--- src/rtl/window_serializer.sv ---
// Parallel-in, serial-out window transmitter: loads up to SHIFT_DEPTH words in one
// handshake and emits one word per accepted beat. Optional macro: WINDOW_SERIALIZER_REVERSE_EN.
module window_serializer #(
    parameter int DATA_WIDTH  = 16,
    parameter int SHIFT_DEPTH = 8
) (
    input  logic                              clk,
    input  logic                              rst,
    input  logic [DATA_WIDTH*SHIFT_DEPTH-1:0] par_in,
    input  logic [$clog2(SHIFT_DEPTH+1)-1:0]  load_len,
    input  logic                              par_valid,
    output logic                              par_ready,
    output logic [DATA_WIDTH-1:0]             serial_out,
    output logic                              out_valid,
    input  logic                              out_ready,
    output logic                              out_last,
    output logic                              busy
);

    localparam int LEN_W = $clog2(SHIFT_DEPTH + 1);

    typedef enum logic {
        S_IDLE  = 1'b0,
        S_SHIFT = 1'b1
    } state_t;

    state_t                r_state;
    state_t                w_next_state;
    logic [DATA_WIDTH-1:0] r_buf      [SHIFT_DEPTH];
    logic [DATA_WIDTH-1:0] w_load_buf [SHIFT_DEPTH];
    logic [LEN_W-1:0]      r_cnt;
    logic [LEN_W-1:0]      w_len;
    logic                  w_last;
    logic                  w_beat;
    logic                  w_load;
    logic                  w_load_nz;

    assign w_last     = (r_state == S_SHIFT) && (r_cnt == LEN_W'(1));
    assign out_valid  = (r_state == S_SHIFT);
    assign busy       = (r_state == S_SHIFT);
    assign out_last   = w_last;
    assign serial_out = r_buf[0];

    assign w_beat    = out_valid & out_ready;
    // Ready during the last beat lets the next window follow with no idle cycle.
    assign par_ready = (r_state == S_IDLE) | (w_beat & w_last);
    assign w_load    = par_valid & par_ready;
    assign w_len     = (load_len > LEN_W'(SHIFT_DEPTH)) ? LEN_W'(SHIFT_DEPTH) : load_len;
    assign w_load_nz = w_load & (w_len != LEN_W'(0));

    // Arrange the incoming window into buffer order (word to emit first in slot 0).
    always_comb begin
        for (int i = 0; i < SHIFT_DEPTH; i++) begin
            w_load_buf[i] = '0;
`ifdef WINDOW_SERIALIZER_REVERSE_EN
            if (i < int'(w_len)) begin
                w_load_buf[i] = par_in[(int'(w_len) - 1 - i)*DATA_WIDTH +: DATA_WIDTH];
            end else begin
                w_load_buf[i] = '0;
            end
`else
            w_load_buf[i] = par_in[i*DATA_WIDTH +: DATA_WIDTH];
`endif
        end
    end

    // Next-state logic; a zero-length load never starts a window.
    always_comb begin
        w_next_state = r_state;
        case (r_state)
            S_IDLE: begin
                if (w_load_nz) begin
                    w_next_state = S_SHIFT;
                end else begin
                    w_next_state = S_IDLE;
                end
            end
            S_SHIFT: begin
                if (w_beat && w_last) begin
                    w_next_state = w_load_nz ? S_SHIFT : S_IDLE;
                end else begin
                    w_next_state = S_SHIFT;
                end
            end
            default: w_next_state = S_IDLE;
        endcase
    end

    // State register.
    always_ff @(posedge clk) begin
        if (rst) begin
            r_state <= S_IDLE;
        end else begin
            r_state <= w_next_state;
        end
    end

    // Buffer and remaining-word count: load has priority over the shift of a last beat.
    always_ff @(posedge clk) begin
        if (rst) begin
            r_cnt <= '0;
            for (int i = 0; i < SHIFT_DEPTH; i++) begin
                r_buf[i] <= '0;
            end
        end else if (w_load_nz) begin
            r_cnt <= w_len;
            for (int i = 0; i < SHIFT_DEPTH; i++) begin
                r_buf[i] <= w_load_buf[i];
            end
        end else if (w_beat) begin
            r_cnt <= r_cnt - LEN_W'(1);
            for (int i = 0; i < SHIFT_DEPTH - 1; i++) begin
                r_buf[i] <= r_buf[i+1];
            end
            r_buf[SHIFT_DEPTH-1] <= '0;
        end else begin
            r_cnt <= r_cnt;
        end
    end

endmodule

--- config.mk ---
export PLATFORM = sky130hd
export DESIGN_NAME = window_serializer
export DESIGN_NICKNAME = d
export VERILOG_FILES = /design/src/rtl/window_serializer.sv
export SDC_FILE = /design/constraint.sdc
export NUM_CORES = 1
export LEC_CHECK = 0
export BUFFER_PORTS_ARGS = -buffer_cell sky130_fd_sc_hd__buf_4
export CORE_ASPECT_RATIO = 0.9
export CORE_UTILIZATION = 48
export CTS_CLUSTER_SIZE = 40
export DETAILED_ROUTE_END_ITERATION = 12
export GPL_ROUTABILITY_DRIVEN = 0
export PLACE_DENSITY = 0.75
export SKIP_CTS_REPAIR_TIMING = 1
export SLEW_MARGIN = 15
export SYNTH_ARGS = -nofsm -noshare
export SYNTH_HDL_FRONTEND = slang
export SYNTH_SLANG_ARGS = --single-unit
--- constraint.sdc ---
create_clock -name clk -period 4.3 [get_ports clk]
set_input_delay 0.645 -clock clk [delete_from_list [all_inputs] [get_ports clk]]
set_output_delay 0.645 -clock clk [all_outputs]
set_load 0.01 [all_outputs]
==> metrics <==
Reg2Reg Depth=6; CP required=between 4 and 5 ns; maxcap violations=0; Leakage=a little over 3 nW; clk_lat worst skew=approximately 0.41 ns; leading area contributor after synthesis=edfxtp_1; Global Route Usage Sum=0.2252; HPWL after DPL=just over 9000 um; reg-to-reg setup timing slack=1.72 ns; Crit Path Max Fanout=72; via count=between 4000 and 5000; Residual DRC=0; Peak Freq=slightly below 400 MHz; # diodes=0; synth-to-layout area growth=29.09%; CORE AREA=approximately 12000 um2; ANT nets after route=0; Gate Count Post-Synth=slightly below 600; die height=between 100 and 150 um; Netlist cell types=26; count leader, synth=a21oi_1; Sink Count=around 130; CTS tree=done; pre-CTS WS=between 1 and 1.5 ns; Root Buffer=clkbuf_16; RSZ-0062 raised after global routing=no; drt initial violations=between 500 and 600; Worst EP arrival=2.84 ns; synthesized area=between 6000 and 7000 um2; Slew headroom=0.3290; RR Endpoint=r_buf[1][4]; Worst-path clk slew=about 0.050 ns; starting density of the core=0.4973; Synth area leaders=edfxtp_1 55%, a21oi_1 9.6%, nand3_1 9.3%; VDD IR-drop max=roughly 0.25 mV; clock tree buffer depth=2; area share of the leading cell type in the synthesized netlist=0.5534; FF+latch count, synth=133; Die W=around 120 um; Synth top cells by count=117 x a21oi_1, 116 x nand2_1, 113 x nand3_1; critical path type=in2reg; Synth Warn #=0; Worst Setup End Kind=register; final hold vios=0; sequential-to-total area share from yosys stat=0.6226; Via density=approximately 5.5; nets@finish=about 860; Avg Synthesized Cell Area=between 10 and 15 um2; ys flop type=edfxtp_1; largest net degree at the start of global routing=between 80 and 90; port bufs=between 150 and 200; reg-to-reg startpoint=r_cnt[0]; hold path start=r_buf[7][4]; Async SR Flop Fraction=0; min Tclk post-route=approximately 2.6 ns; hold path depth=2; delay of the slowest cell on the worst path=~0.76 ns; total CTS buffers=17; die area=13120 um2; crit-path cells=buf_4, o41ai_4, a21o_4, buf_12, nand3_1, a21oi_1; outcome=completed; H-tree Lvls=4; first-pass GRT wire length=approximately 22000 um; Ports=between 150 and 200; Worst Setup Start Kind=input port; antenna violations before repair=0; fin. max-slew vios=0; worst hold-check path type=reg2reg; vias in the first global route=4576; final setup violation count=0; WHS Endpoint=r_buf[7][4]; power per cell area=~420 nW/um2; slowest CP cell=o41ai_4; cell family with most CP delay=compound AO/OA/AOI/OAI gates; fraction of layout cells with a size suffix above 1=0.2691; number of cell rows=38; syn nets=731; DR pass1 iterations=5; overall routed net length=14180 um; remaining global-route overflow=0; CP bufs+invs=2; final worst slack=1.707 ns; Post-Route Skew=~0.008 ns; Setup TNS=0 ns; actual slew at the worst max-slew pin=around 1.0 ns; Period Utilization, post-route=0.6031; wire per inst=around 16 um; Post-synth EDFFs=~110; worst hold slack=roughly 0.47 ns
-- how the worst max path moves through the flow --
stage / slack (ns) / from / to / cells after the start
2_1_floorplan: -0.40 / load_len[0] / r_buf[0][0] / 2
3_3_place_gp: 1.40 / load_len[0] / r_buf[1][4] / 6
3_5_place_dp: 1.30 / load_len[0] / r_buf[1][4] / 6
4_1_cts: 1.71 / r_cnt[0] / r_buf[1][4] / 6
5_1_grt: 1.54 / r_cnt[0] / r_buf[1][4] / 6
6_report: 1.71 / load_len[0] / r_buf[1][2] / 6
-- power by group --
group	leakage [nW]	internal, W	switching, W	total (W)
clock network	0.279	0.000816	0.000505	0.00132
logic	1.44	0.000172	0.000226	0.000399
registers	1.39	0.00153	0.0000403	0.00157
total	3.11	0.00252	0.000772	0.00329
-- sequential cells by signal (all words and copies together), names as in the netlist --
name and cells:
r_buf 128, r_cnt 4, busy 1
-- cell families after synthesis --
family | Yosys count | synth area share
flops | 133 | 0.6226
xor+xnor | 3 | 0.004324
buf+inv | 59 | 0.04653
simple gates | 254 | 0.1843
compound gates | 126 | 0.1118
fa+ha+maj | 2 | 0.004117
mux | 16 | 0.02635
-- stage by stage --
step / power, W / std cells / utilization / cell area [um2]
2_1_floorplan: 0.001816 / 593 / - / 6077
3_3_place_gp: 0.001983 / 860 / 0.5970 / 7295
3_5_place_dp: 0.001998 / 860 / 0.5970 / 7295
4_1_cts: 0.003315 / 892 / 0.6420 / 7845
5_1_grt: 0.003418 / 892 / 0.6420 / 7845
6_report: 0.003294 / 892 / 0.6420 / 7845
-- final cells by class --
class                      instances  area [um2]
inverter                           4       15.01
clock buffer                      24       504.2
clock inverter                     8       46.29
tap                              160       200.2
sequential                       133        3784
fill                             972        4374
multi-input combinational        401        2054
timing repair buffer             162        1241
-- worst min-delay path: cells and delay by family (launching register included) --
family / cells / cell delay [ns]
AO/OA/AOI/OAI: 1 / 0.06
flip-flops: 1 / 0.30
AND/OR/NAND/NOR: 1 / 0.06
-- layout by cell type (no fill, tap or decap), types with 2 or more instances in the layout --
cell type  instances
ha_1               2
xnor2_1            3
a21oi_1          116
nand2_1          116
dfxtp_1           21
clkbuf_16         19
inv_1              4
nand3b_1           2
clkbuf_1           4
nand3_1          113
clkinv_2           5
edfxtp_1         112
a211oi_1           2
o21ai_4            2
buf_12             2
inv_4              2
mux2i_1           16
nor2_1            19
buf_4            160
-- metal layers --
layer,vias to the layer above,GRT usage,wire (um),share of wire
li1,2381,-,-,-
met1,2310,0.3002,5979,0.42
met2,214,0.3543,6962,0.49
met3,25,0.05805,1004,0.071
met4,0,0.08907,236,0.017
met5,-,0,0,0
Power figures use the tool's default switching activity.
